===== src/rtl/uart_cmd_pkg.sv =====
// Shared constants, state encoding and response helpers for the host command parser.
package uart_cmd_pkg;

  localparam logic [7:0] SYNC_BYTE   = 8'hA5;
  localparam logic [7:0] ACK_BYTE    = 8'h5A;
  localparam logic [7:0] NAK_BYTE    = 8'hEE;
  localparam logic [7:0] OP_WRITE    = 8'h01;
  localparam logic [7:0] OP_READ     = 8'h02;
  localparam logic [7:0] NAK_CSUM    = 8'h01;
  localparam logic [7:0] NAK_OP      = 8'h02;
  localparam logic [7:0] NAK_TIMEOUT = 8'h03;

  localparam int         FRAME_LEN   = 8;
  // Byte index (counted after the sync byte) that carries the checksum.
  localparam logic [2:0] CSUM_IDX    = 3'(FRAME_LEN - 2);

  typedef enum logic [1:0] {
    ST_IDLE,
    ST_RECV,
    ST_EXEC,
    ST_RESP
  } state_e;

  typedef struct packed {
    logic [2:0]  count;
    logic [39:0] payload;
  } resp_t;

  function automatic resp_t nak_resp(input logic [7:0] code);
    resp_t r;
    r.count   = 3'd2;
    r.payload = {24'h0, code, NAK_BYTE};
    return r;
  endfunction

  function automatic resp_t ack_resp(input logic is_read, input logic [31:0] rdata);
    resp_t r;
    r.count   = is_read ? 3'd5 : 3'd1;
    r.payload = {(is_read ? rdata : 32'h0), ACK_BYTE};
    return r;
  endfunction

endpackage


===== src/rtl/uart_cmd_parser_resp_ser.sv =====
// Response serializer: sends 1..5 payload bytes, LSB first, over a valid/ready handshake.
module uart_resp_ser
  import uart_cmd_pkg::*;
(
  input  logic        clk,
  input  logic        rst_n,
  input  logic        load,
  input  logic [2:0]  count,
  input  logic [39:0] payload,
  input  logic        tx_ready,
  output logic [7:0]  tx_data,
  output logic        tx_valid,
  output logic        done
);

  logic [7:0]  tx_data_q, tx_data_d;
  logic        tx_valid_q, tx_valid_d;
  logic [31:0] rest_q, rest_d;
  logic [2:0]  left_q, left_d;
  logic        xfer;

  assign xfer     = tx_valid_q && tx_ready;
  assign done     = xfer && (left_q == 3'd0);
  assign tx_data  = tx_data_q;
  assign tx_valid = tx_valid_q;

  always_comb begin
    tx_data_d  = tx_data_q;
    tx_valid_d = tx_valid_q;
    rest_d     = rest_q;
    left_d     = left_q;
    if (load) begin
      tx_valid_d = 1'b1;
      tx_data_d  = payload[7:0];
      rest_d     = payload[39:8];
      left_d     = count - 3'd1;
    end else if (xfer) begin
      if (left_q == 3'd0) begin
        tx_valid_d = 1'b0;
        tx_data_d  = 8'h00;
      end else begin
        tx_data_d = rest_q[7:0];
        rest_d    = {8'h00, rest_q[31:8]};
        left_d    = left_q - 3'd1;
      end
    end
  end

  always_ff @(posedge clk or negedge rst_n) begin
    if (!rst_n) begin
      tx_data_q  <= 8'h00;
      tx_valid_q <= 1'b0;
      rest_q     <= 32'h0;
      left_q     <= 3'd0;
    end else begin
      tx_data_q  <= tx_data_d;
      tx_valid_q <= tx_valid_d;
      rest_q     <= rest_d;
      left_q     <= left_d;
    end
  end

endmodule


===== src/rtl/uart_cmd_parser.sv =====
// Host command front end: decodes 8-byte UART frames into single register-bus
// reads/writes and returns ACK, NAK or read data.
module uart_cmd_parser
  import uart_cmd_pkg::*;
#(
  parameter int unsigned FCLK_HZ     = 100_000_000,
  parameter int unsigned GAP_TIMEOUT = FCLK_HZ / 100,
  parameter int unsigned BUS_TIMEOUT = 1024
) (
  input  logic        CLK,
  input  logic        rst_n,
  input  logic [7:0]  rx_data,
  input  logic        rx_valid,
  output logic [7:0]  tx_data,
  output logic        tx_valid,
  input  logic        tx_ready,
  output logic [7:0]  bus_addr,
  output logic [31:0] bus_wdata,
  output logic        bus_we,
  output logic        bus_re,
  input  logic [31:0] bus_rdata,
  input  logic        bus_ack
);

  localparam int GAP_W = $clog2(GAP_TIMEOUT + 1);
  localparam int BUS_W = $clog2(BUS_TIMEOUT + 1);

  state_e      state_q, state_d;
  logic [2:0]  idx_q, idx_d;
  logic [7:0]  xor_q, xor_d;
  logic [GAP_W-1:0] gap_q, gap_d;
  logic [BUS_W-1:0] bus_cnt_q, bus_cnt_d;
  logic        bus_we_q, bus_we_d;
  logic        bus_re_q, bus_re_d;
  logic [7:0]  bus_addr_q, bus_addr_d;
  logic [31:0] bus_wdata_q, bus_wdata_d;
  logic [7:0]  op_q, op_d;
  logic [7:0]  addr_q, addr_d;
  logic [31:0] data_q, data_d;

  logic  frame_end, csum_ok, op_ok, gap_expire, bus_expire;
  logic  ser_load, ser_done;
  resp_t resp;

  assign frame_end  = (state_q == ST_RECV) && rx_valid && (idx_q == CSUM_IDX);
  assign csum_ok    = (rx_data == xor_q);
  assign op_ok      = (op_q == OP_WRITE) || (op_q == OP_READ);
  assign gap_expire = (state_q == ST_RECV) && !rx_valid &&
                      (gap_q == GAP_W'(GAP_TIMEOUT - 1));
  // The ack is still honoured in the last allowed cycle.
  assign bus_expire = (state_q == ST_EXEC) && !bus_ack &&
                      (bus_cnt_q == BUS_W'(BUS_TIMEOUT - 1));

  always_ff @(posedge CLK or negedge rst_n) begin
    if (!rst_n) state_q <= ST_IDLE;
    else        state_q <= state_d;
  end

  always_comb begin
    state_d = state_q;
    unique case (state_q)
      ST_IDLE: if (rx_valid && rx_data == SYNC_BYTE) state_d = ST_RECV;
      ST_RECV: begin
        if (frame_end)       state_d = (csum_ok && op_ok) ? ST_EXEC : ST_RESP;
        else if (gap_expire) state_d = ST_IDLE;
      end
      ST_EXEC: if (bus_ack || bus_expire) state_d = ST_RESP;
      ST_RESP: if (ser_done) state_d = ST_IDLE;
      default: state_d = ST_IDLE;
    endcase
  end

  always_comb begin
    idx_d       = idx_q;
    xor_d       = xor_q;
    op_d        = op_q;
    addr_d      = addr_q;
    data_d      = data_q;
    bus_we_d    = bus_we_q;
    bus_re_d    = bus_re_q;
    bus_addr_d  = bus_addr_q;
    bus_wdata_d = bus_wdata_q;
    ser_load    = 1'b0;
    resp        = '0;

    gap_d     = (state_q == ST_RECV && !rx_valid && !gap_expire) ? gap_q + GAP_W'(1) : '0;
    bus_cnt_d = (state_q == ST_EXEC && !bus_ack && !bus_expire) ? bus_cnt_q + BUS_W'(1) : '0;

    if (state_q == ST_IDLE) begin
      idx_d = 3'd0;
      xor_d = 8'h00;
    end

    if (state_q == ST_RECV && rx_valid) begin
      idx_d = idx_q + 3'd1;
      if (idx_q != CSUM_IDX) xor_d = xor_q ^ rx_data;
      case (idx_q)
        3'd0:    op_d          = rx_data;
        3'd1:    addr_d        = rx_data;
        3'd2:    data_d[7:0]   = rx_data;
        3'd3:    data_d[15:8]  = rx_data;
        3'd4:    data_d[23:16] = rx_data;
        3'd5:    data_d[31:24] = rx_data;
        default: ;
      endcase
    end

    if (frame_end) begin
      if (!csum_ok) begin
        ser_load = 1'b1;
        resp     = nak_resp(NAK_CSUM);
      end else if (!op_ok) begin
        ser_load = 1'b1;
        resp     = nak_resp(NAK_OP);
      end else begin
        bus_we_d    = (op_q == OP_WRITE);
        bus_re_d    = (op_q == OP_READ);
        bus_addr_d  = addr_q;
        bus_wdata_d = data_q;
      end
    end

    if (state_q == ST_EXEC && (bus_ack || bus_expire)) begin
      bus_we_d = 1'b0;
      bus_re_d = 1'b0;
      ser_load = 1'b1;
      resp     = bus_ack ? ack_resp(bus_re_q, bus_rdata) : nak_resp(NAK_TIMEOUT);
    end
  end

  always_ff @(posedge CLK or negedge rst_n) begin
    if (!rst_n) begin
      idx_q       <= 3'd0;
      xor_q       <= 8'h00;
      gap_q       <= '0;
      bus_cnt_q   <= '0;
      bus_we_q    <= 1'b0;
      bus_re_q    <= 1'b0;
      bus_addr_q  <= 8'h00;
      bus_wdata_q <= 32'h0;
    end else begin
      idx_q       <= idx_d;
      xor_q       <= xor_d;
      gap_q       <= gap_d;
      bus_cnt_q   <= bus_cnt_d;
      bus_we_q    <= bus_we_d;
      bus_re_q    <= bus_re_d;
      bus_addr_q  <= bus_addr_d;
      bus_wdata_q <= bus_wdata_d;
    end
  end

  // Frame buffer is pure data; it is always rewritten before it is used.
  always_ff @(posedge CLK) begin
    op_q   <= op_d;
    addr_q <= addr_d;
    data_q <= data_d;
  end

  uart_resp_ser u_ser (
    .clk      (CLK),
    .rst_n    (rst_n),
    .load     (ser_load),
    .count    (resp.count),
    .payload  (resp.payload),
    .tx_ready (tx_ready),
    .tx_data  (tx_data),
    .tx_valid (tx_valid),
    .done     (ser_done)
  );

  assign bus_we    = bus_we_q;
  assign bus_re    = bus_re_q;
  assign bus_addr  = bus_addr_q;
  assign bus_wdata = bus_wdata_q;

endmodule

===== config.mk =====
export PLATFORM = sky130hd
export DESIGN_NAME = uart_cmd_parser
export DESIGN_NICKNAME = d
export VERILOG_FILES = /design/src/rtl/uart_cmd_pkg.sv /design/src/rtl/uart_cmd_parser_resp_ser.sv /design/src/rtl/uart_cmd_parser.sv
export SDC_FILE = /design/constraint.sdc
export NUM_CORES = 1
export LEC_CHECK = 0
export CELL_PAD_IN_SITES_DETAIL_PLACEMENT = 1
export CELL_PAD_IN_SITES_GLOBAL_PLACEMENT = 1
export CORE_ASPECT_RATIO = 0.5
export CORE_MARGIN = 1
export CORE_UTILIZATION = 33
export CTS_CLUSTER_SIZE = 20
export DETAILED_ROUTE_END_ITERATION = 8
export GPL_ROUTABILITY_DRIVEN = 0
export PLACE_DENSITY = 0.63
export REMOVE_ABC_BUFFERS = 1
export SLEW_MARGIN = 10
export SYNTH_ARGS = -nofsm -noshare
export SYNTH_HDL_FRONTEND = slang
export SYNTH_SLANG_ARGS = --single-unit

===== constraint.sdc =====
create_clock -name CLK -period 2.9 [get_ports CLK]
set_input_delay 0.29 -clock CLK [delete_from_list [all_inputs] [get_ports CLK]]
set_output_delay 0.29 -clock CLK [all_outputs]
set_load 0.05 [all_outputs]

==> reports/qor.yml, run 1 <==
place:
  portBuffers: 95
  post_dp_cell_area_mm2: 0.00893
  dp_hpwl_um: 12100
  placedCellCount: 984
power:
  p_sw_share_pct: 28.0
  clkPwrFrac_pct: 39.6
  p_leak_uw: 0.00401
  internal-power_uw: 4430
  powerDensity_mw_per_mm2: 644
  p_sw_uw: 1730
  ir_drop_mv: 0.319
  seq_power_share_pct: 47.7
  combPwrFrac_pct: 12.7
synth:
  async_flop_share_pct: 73.0
  synth-compound-area-share_pct: 10.6
  ys_seq_elements: 178
  synthAdderAreaFrac_pct: 1.34
  syn_inst: 584
  yosysWarnings: 0
  netlist_area_mm2: 0.00746
  synth_edf_count: 48
  synth-simple-area-share_pct: 11.6
  avgSynthCellArea_um2: 12.8
  synth.distinct_cells: 55
  synth_top_family_by_area: "simple AND/OR/NAND/NOR gates"
  yosysSeqAreaShare_pct: 63.0
  synth_flop_cell: "dfrtp_1"
  synthMuxAreaShare_pct: 7.55
  synth-xor-area-share_pct: 3.29
routing:
  topRoutingLayerUsed: "met4"
  routed_via_density: 4.94
  ant_nets: 0
  drcViolationCount: 0
  dr_wl_met3_um: 598
  dr_wl_met2_um: 8410
  routed-via-count: 5028
  initialDrtViolationCount: 263
  m1WireLength_um: 8700
  wl_per_cell_um: 17.6
  drtPass1Iterations: 4
  routed_wl_um: 17900
setup_path:
  crit_path_top_delay_cell: "dfrtp_1"
  critical_path_required_ns: 3.23
  arrival_ns: 2.76
  crit_chain: "ha_1 -> nand3_1 -> nor4_2 -> buf_4 -> a221oi_1 -> a21bo_2 -> o21ai_0 -> ha_1 -> nand2_1 -> nand3_1 -> o211ai_1"
  cp_max_fo: 5
  critical_path.max_stage_delay_ns: 0.40
  critPathLaunchType: "flip-flop"
  end_kind: "flip-flop"
  critPathKind: "reg2reg"
layout:
  multi_input_area_mm2: 0.00256
  final_cell_area_mm2: 0.00956
  area_growth_syn_to_layout_pct: 28.2
  antennaDiodeCount: 0
  final-seq-area_mm2: 0.00469
  layout.nets: 757
  final_cell_count_no_fill: 1017
  nFillCells: 2299
  drive_gt1_share_pct: 15.2
clocking:
  cts_max_level: 4
  worstSkewPairLatency_ns: 0.45
  post_cts_buffers: 0
  cts_made_buffers: 17
  cts_tree: "built"
  cts.clk_slew.worst_paths_ns: 0.07
  cts.path.max_buffers: 2
  root_buffer: "clkbuf_16"
  clock_sinks: 178
sta:
  worst_pin_slew_ns: 0.696
  max_freq_mhz: 412
  setup-violations-final: 0
  clock_skew_ns: 0.0127
  final.period_utilization_pct: 83.7
  hold_viol: 0
  rsz0062_at_grt: "false"
  relSlewSlack_pct: 53.6
  finalCriticalPeriod_ns: 2.43
  slew_violations: 0
floorplan:
  start_util_pct: 34.0
  die_w_um: 215
  core-area_mm2: 0.0219
  dieHeight_um: 108
  io_pins: 96
  num_rows: 38
  dieArea_mm2: 0.0232
global_routing:
  antenna_found_initial: 0
  grtUsageTotal_pct: 16.6
  grt_pass1_vias: 5360
  grt_pass1_wl_um: 29500
  grt_max_degree: 70
  gr-total-overflow: 0
status:
  status: "finished, final reports clean"
worst_hold_path:
  hp-class: "in2reg"
run:
  maxCapViolCount: 0
-- power by group through the flow --
stage / clock network [uW] / logic (uW) / registers, uW
finish: 2440 / 782 / 2940
global route: 2590 / 875 / 2960
CTS: 2500 / 794 / 2940
detailed placement: 0 / 788 / 2980
global placement: 0 / 763 / 2970
floorplan: 0 / 397 / 2990
-- layout by cell type, fill, tap and decap left out, types with 7 or more instances in the layout --
cell type,Yosys,layout
nor3_1,7,7
nand2_1,45,45
a22o_1,11,11
a2bb2oi_1,22,22
mux2_4,19,19
clkdlybuf4s50_1,0,94
nand3_1,19,19
nor2_1,45,45
edfxtp_1,48,48
buf_4,2,26
xnor2_1,12,12
nand4_1,9,9
inv_1,13,13
nand2b_1,14,14
and3_1,13,13
a21oi_1,7,7
mux2_2,17,17
xor2_1,16,16
ha_1,8,8
dfrtp_1,130,130
o21ai_0,47,47
clkbuf_16,0,17
-- path summary, 6_finish.rpt --
check	start	endpoint	slack (ns)	cells past startpoint
worst min-delay path	bus_rdata[9]	u_ser.rest_q[9]	0.38	3
worst max register to register	bus_cnt_q[0]	u_ser.left_q[2]	0.47	11
min in group asynchronous	rst_n	gap_q[10]	0.41	2
max in group asynchronous	rst_n	bus_addr[6]	1.65	3
worst max-delay path	bus_cnt_q[0]	u_ser.left_q[2]	0.47	11
worst min register to register	addr_q[6]	bus_addr[6]	0.47	1
-- per-layer routing --
metal / track usage (%) / vias to the layer above
met3: 4.30 / 17
li1: - / 2349
met1: 22.3 / 2589
met5: 0 / -
met2: 26.3 / 73
met4: 5.46 / 0
-- stage by stage --
step	utilization, %	setup slack, ns	setup TNS, ns	hold slack [ns]	total power (uW)
3_5_place_dp	40.7	0.0232	0	0.371	3770
5_1_grt	43.6	0.180	0	0.378	6430
3_3_place_gp	40.7	0.0719	0	0.364	3740
6_report	43.6	0.472	0	0.382	6150
4_1_cts	43.6	0.439	0	0.363	6230
2_1_floorplan	-	-0.211	-6.81	-0.00559	3390
-- registers in the layout, summed over array words and instances, names as in the netlist, 11 cells and up, named ones only --
register	count
u_ser.rest_q	32
gap_q	20
data_q	32
bus_cnt_q	11
bus_wdata	32
-- synth_stat cells (all sizes together), types with 3 or more instances --
| master | n | area [um^2] |
|---|---|---|
| dfrtp | 130 | 3250 |
| buf | 15 | 111 |
| nor2 | 46 | 180 |
| and3 | 13 | 81.3 |
| inv | 13 | 48.8 |
| o22ai | 4 | 25.0 |
| nor4 | 3 | 31.3 |
| xor2 | 16 | 140 |
| nor3 | 8 | 51.3 |
| a21oi | 7 | 35.0 |
| clkbuf | 11 | 41.3 |
| nand2b | 14 | 87.6 |
| mux2i | 3 | 30.0 |
| mux2 | 41 | 533 |
| a221o | 3 | 30.0 |
| nand4 | 9 | 56.3 |
| nor2b | 4 | 25.0 |
| a2bb2oi | 22 | 193 |
| a22o | 11 | 96.3 |
| edfxtp | 48 | 1440 |
| nand3 | 19 | 95.1 |
| nand2 | 45 | 169 |
| xnor2 | 12 | 105 |
| a22oi | 4 | 30.0 |
| ha | 8 | 100 |
| o21ai | 47 | 235 |
-- cells by family (layout without fill, tap and decap cells) --
group,count (synthesis),count (layout)
compound gates,115,115
buf+inv,39,172
mux,44,44
flops,178,178
fa+ha+maj,8,8
xor+xnor,28,28
simple gates,172,172
-- final cells by class --
| class | instances | area share [%] |
|---|---|---|
| tap | 300 | 3.93 |
| multi-input combinational | 367 | 26.8 |
| sequential | 178 | 49.1 |
| clock inverter | 15 | 2.03 |
| timing repair buffer | 127 | 13.2 |
| clock buffer | 17 | 4.45 |
| inverter | 13 | 0.511 |
-- critical path, delay by kind of cell (launching register included) --
| family | cells | cell delay (ns) |
|---|---|---|
| simple gates | 4 | 0.43 |
| buf+inv | 1 | 0.16 |
| flops | 1 | 0.40 |
| compound gates | 4 | 0.87 |
| fa+ha+maj | 2 | 0.45 |
-- timing repair --
item,in CTS,in global routing
endpoints found under the setup margin,0,0
hold endpoints to repair,66,0
gates resized for setup,0,0
hold buffers,1,0
(Power assumes the default switching activity.)
==> run 2: changes to the inputs <==
- clock period: 2.9 -> 2.45 ns (I/O delays scaled with it)
==> reports/qor.yml, run 2 (same netlist as run 1, synthesis figures left out) <==
sta:
  final.period_utilization_pct: 94.9  # +11 points
  hold_viol: 0  # unchanged
  worst_hold_slack_ns: 0.367  # -0.0152 ns
  rsz0062_at_grt: "false"
  clock_skew_ns: 0.00986  # -0.00288 ns
  worst_pin_slew_ns: 0.622  # -0.0737 ns
  relSlewSlack_pct: 58.5  # +4.9 points
  setup-violations-final: 0  # unchanged
  finalCriticalPeriod_ns: 2.33  # -0.102 ns
  max_freq_mhz: 430  # +4.4%
  slew_violations: 0  # unchanged
setup_path:
  crit_path_top_delay_cell: "or4_1"
  arrival_ns: 2.63  # -0.13 ns
  cp_max_fo: 7  # +2
  critical_path.max_stage_delay_ns: 0.54  # +0.14 ns
  end_kind: "flip-flop"
  critPathLaunchType: "flip-flop"
  critical_path_required_ns: 2.75  # -0.48 ns
  critPathKind: "reg2reg"
  crit_chain: "nand2b_1 -> o2111ai_1 -> or4_1 -> buf_4 -> a21bo_2 -> o21ai_1 -> ha_2 -> nand2_1 -> nand3_1 -> o211ai_1"
routing:
  routed_wl_um: 17900  # +0.12%
  routed-via-count: 5012  # -0.32%
  initialDrtViolationCount: 247  # -6.1%
  wl_per_cell_um: 17.4  # -1.5%
  drcViolationCount: 0  # unchanged
  routed_via_density: 4.85  # -2.0%
  ant_nets: 0  # unchanged
  drtPass1Iterations: 4  # unchanged
power:
  power_uw: 7080  # +15%
  p_leak_uw: 0.00408  # +1.6%
  p_sw_share_pct: 27.5  # -0.58 points
  powerDensity_mw_per_mm2: 732  # +14%
  internal-power_uw: 5130  # +16%
  ir_drop_mv: 0.489  # +53%
  p_sw_uw: 1940  # +13%
  clkPwrFrac_pct: 37.4  # -2.2 points
  seq_power_share_pct: 48.9  # +1.2 points
  combPwrFrac_pct: 13.7  # +1.0 points
floorplan:
  dieHeight_um: 108  # unchanged
  dieArea_mm2: 0.0232  # unchanged
  start_util_pct: 34.0  # unchanged
  io_pins: 96  # unchanged
  die_w_um: 215  # unchanged
  core-area_mm2: 0.0219  # unchanged
  num_rows: 38  # unchanged
clocking:
  root_buffer: "clkbuf_16"
  cts_max_level: 4  # unchanged
  cts.path.max_buffers: 2  # unchanged
  worstSkewPairLatency_ns: 0.43  # -0.02 ns
  cts_made_buffers: 17  # unchanged
  cts.clk_slew.worst_paths_ns: 0.07  # about the same
  cts_tree: "built"
  clock_sinks: 178  # unchanged
layout:
  final_cell_mix: "dfrtp_1 (130), clkdlybuf4s50_1 (94), edfxtp_1 (48), o21ai_0 (46)"
  final_common_cell: "dfrtp_1"
  layout.nets: 774  # +2.2%
  drive_gt1_share_pct: 17.0  # +1.8 points
  area_growth_syn_to_layout_pct: 29.6
  final_cell_count_no_fill: 1034  # +1.7%
  antennaDiodeCount: 0  # unchanged
run:
  maxCapViolCount: 0  # unchanged
place:
  dp_hpwl_um: 12200  # +0.91%
  placedCellCount: 998  # +1.4%
  portBuffers: 95  # unchanged
global_routing:
  antenna_found_initial: 0  # unchanged
  grt_pass1_wl_um: 29700  # +0.56%
  grtUsageTotal_pct: 16.5  # -0.073 points
  grt_max_degree: 61  # -13%
  gr-total-overflow: 0  # unchanged
  grt_pass1_vias: 5411  # +0.95%
status:
  status: "finished, final reports clean"
worst_hold_path:
  hp-class: "in2reg"
[run 2: worst max-delay path: cells and delay by family, from the launching register on]
family | cells | cell delay, ns
compound gates | 4 | 0.60
flops | 1 | 0.37
buf+inv | 1 | 0.19
simple gates | 4 | 0.81
fa+ha+maj | 1 | 0.22
[run 2: per-stage QoR]
stage | utilization, % | setup TNS [ns] | cell area [um^2] | setup slack, ns
global placement | 41.2 | -19.04 | 9030 | -0.309
CTS | 43.8 | 0 | 9600 | 0.0321
global route | 44.1 | 0 | 9670 | 0.00469
detailed placement | 41.2 | -16.55 | 9030 | -0.298
floorplan | - | -30.47 | 7300 | -0.661
finish | 44.1 | 0 | 9670 | 0.124
[run 2: layout make-up]
type	instances	area (um^2)
inverter	13	48.8
tap	300	375
clock buffer	19	433
sequential	178	4690
timing repair buffer	144	1400
multi-input combinational	367	2590
fill	2320	12300
clock inverter	13	126
[run 2: final timing paths]
check | start | to | slack, ns | cells after the start
max | xor_q[6] | u_ser.left_q[2] | 0.12 | 10
min | bus_rdata[19] | u_ser.rest_q[19] | 0.37 | 3
max reg2reg | xor_q[6] | u_ser.left_q[2] | 0.12 | 10
min reg2reg | bus_cnt_q[0] | bus_cnt_q[0] | 0.46 | 1
max in group asynchronous | rst_n | bus_cnt_q[9] | 1.35 | 3
min in group asynchronous | rst_n | u_ser.rest_q[10] | 0.38 | 2
[run 2: metal layers]
metal | up-vias | GRT usage (%) | part of all wire (%) | wire (um)
met5 | - | 0 | 0 | 0
met4 | 0 | 4.90 | 1.2 | 213
met3 | 13 | 3.26 | 2.7 | 477
met2 | 64 | 27.4 | 48 | 8540
met1 | 2558 | 22.1 | 49 | 8720
li1 | 2377 | - | - | -
[run 2: power by group through the flow]
stage | Clock, uW | Sequential, uW | Combinational (uW)
floorplan | 0 | 3540 | 470
finish | 2640 | 3460 | 970
global route | 2820 | 3500 | 1080
detailed placement | 0 | 3510 | 972
CTS | 2720 | 3460 | 986
global placement | 0 | 3500 | 942
[run 2: what timing repair did]
item                       4_1_cts  5_1_grt
buffers inserted                 0        2
hold buffers                     1        0
hold endpoints to repair        56        0
setup endpoints to repair        0       34
gates resized for setup          0        6
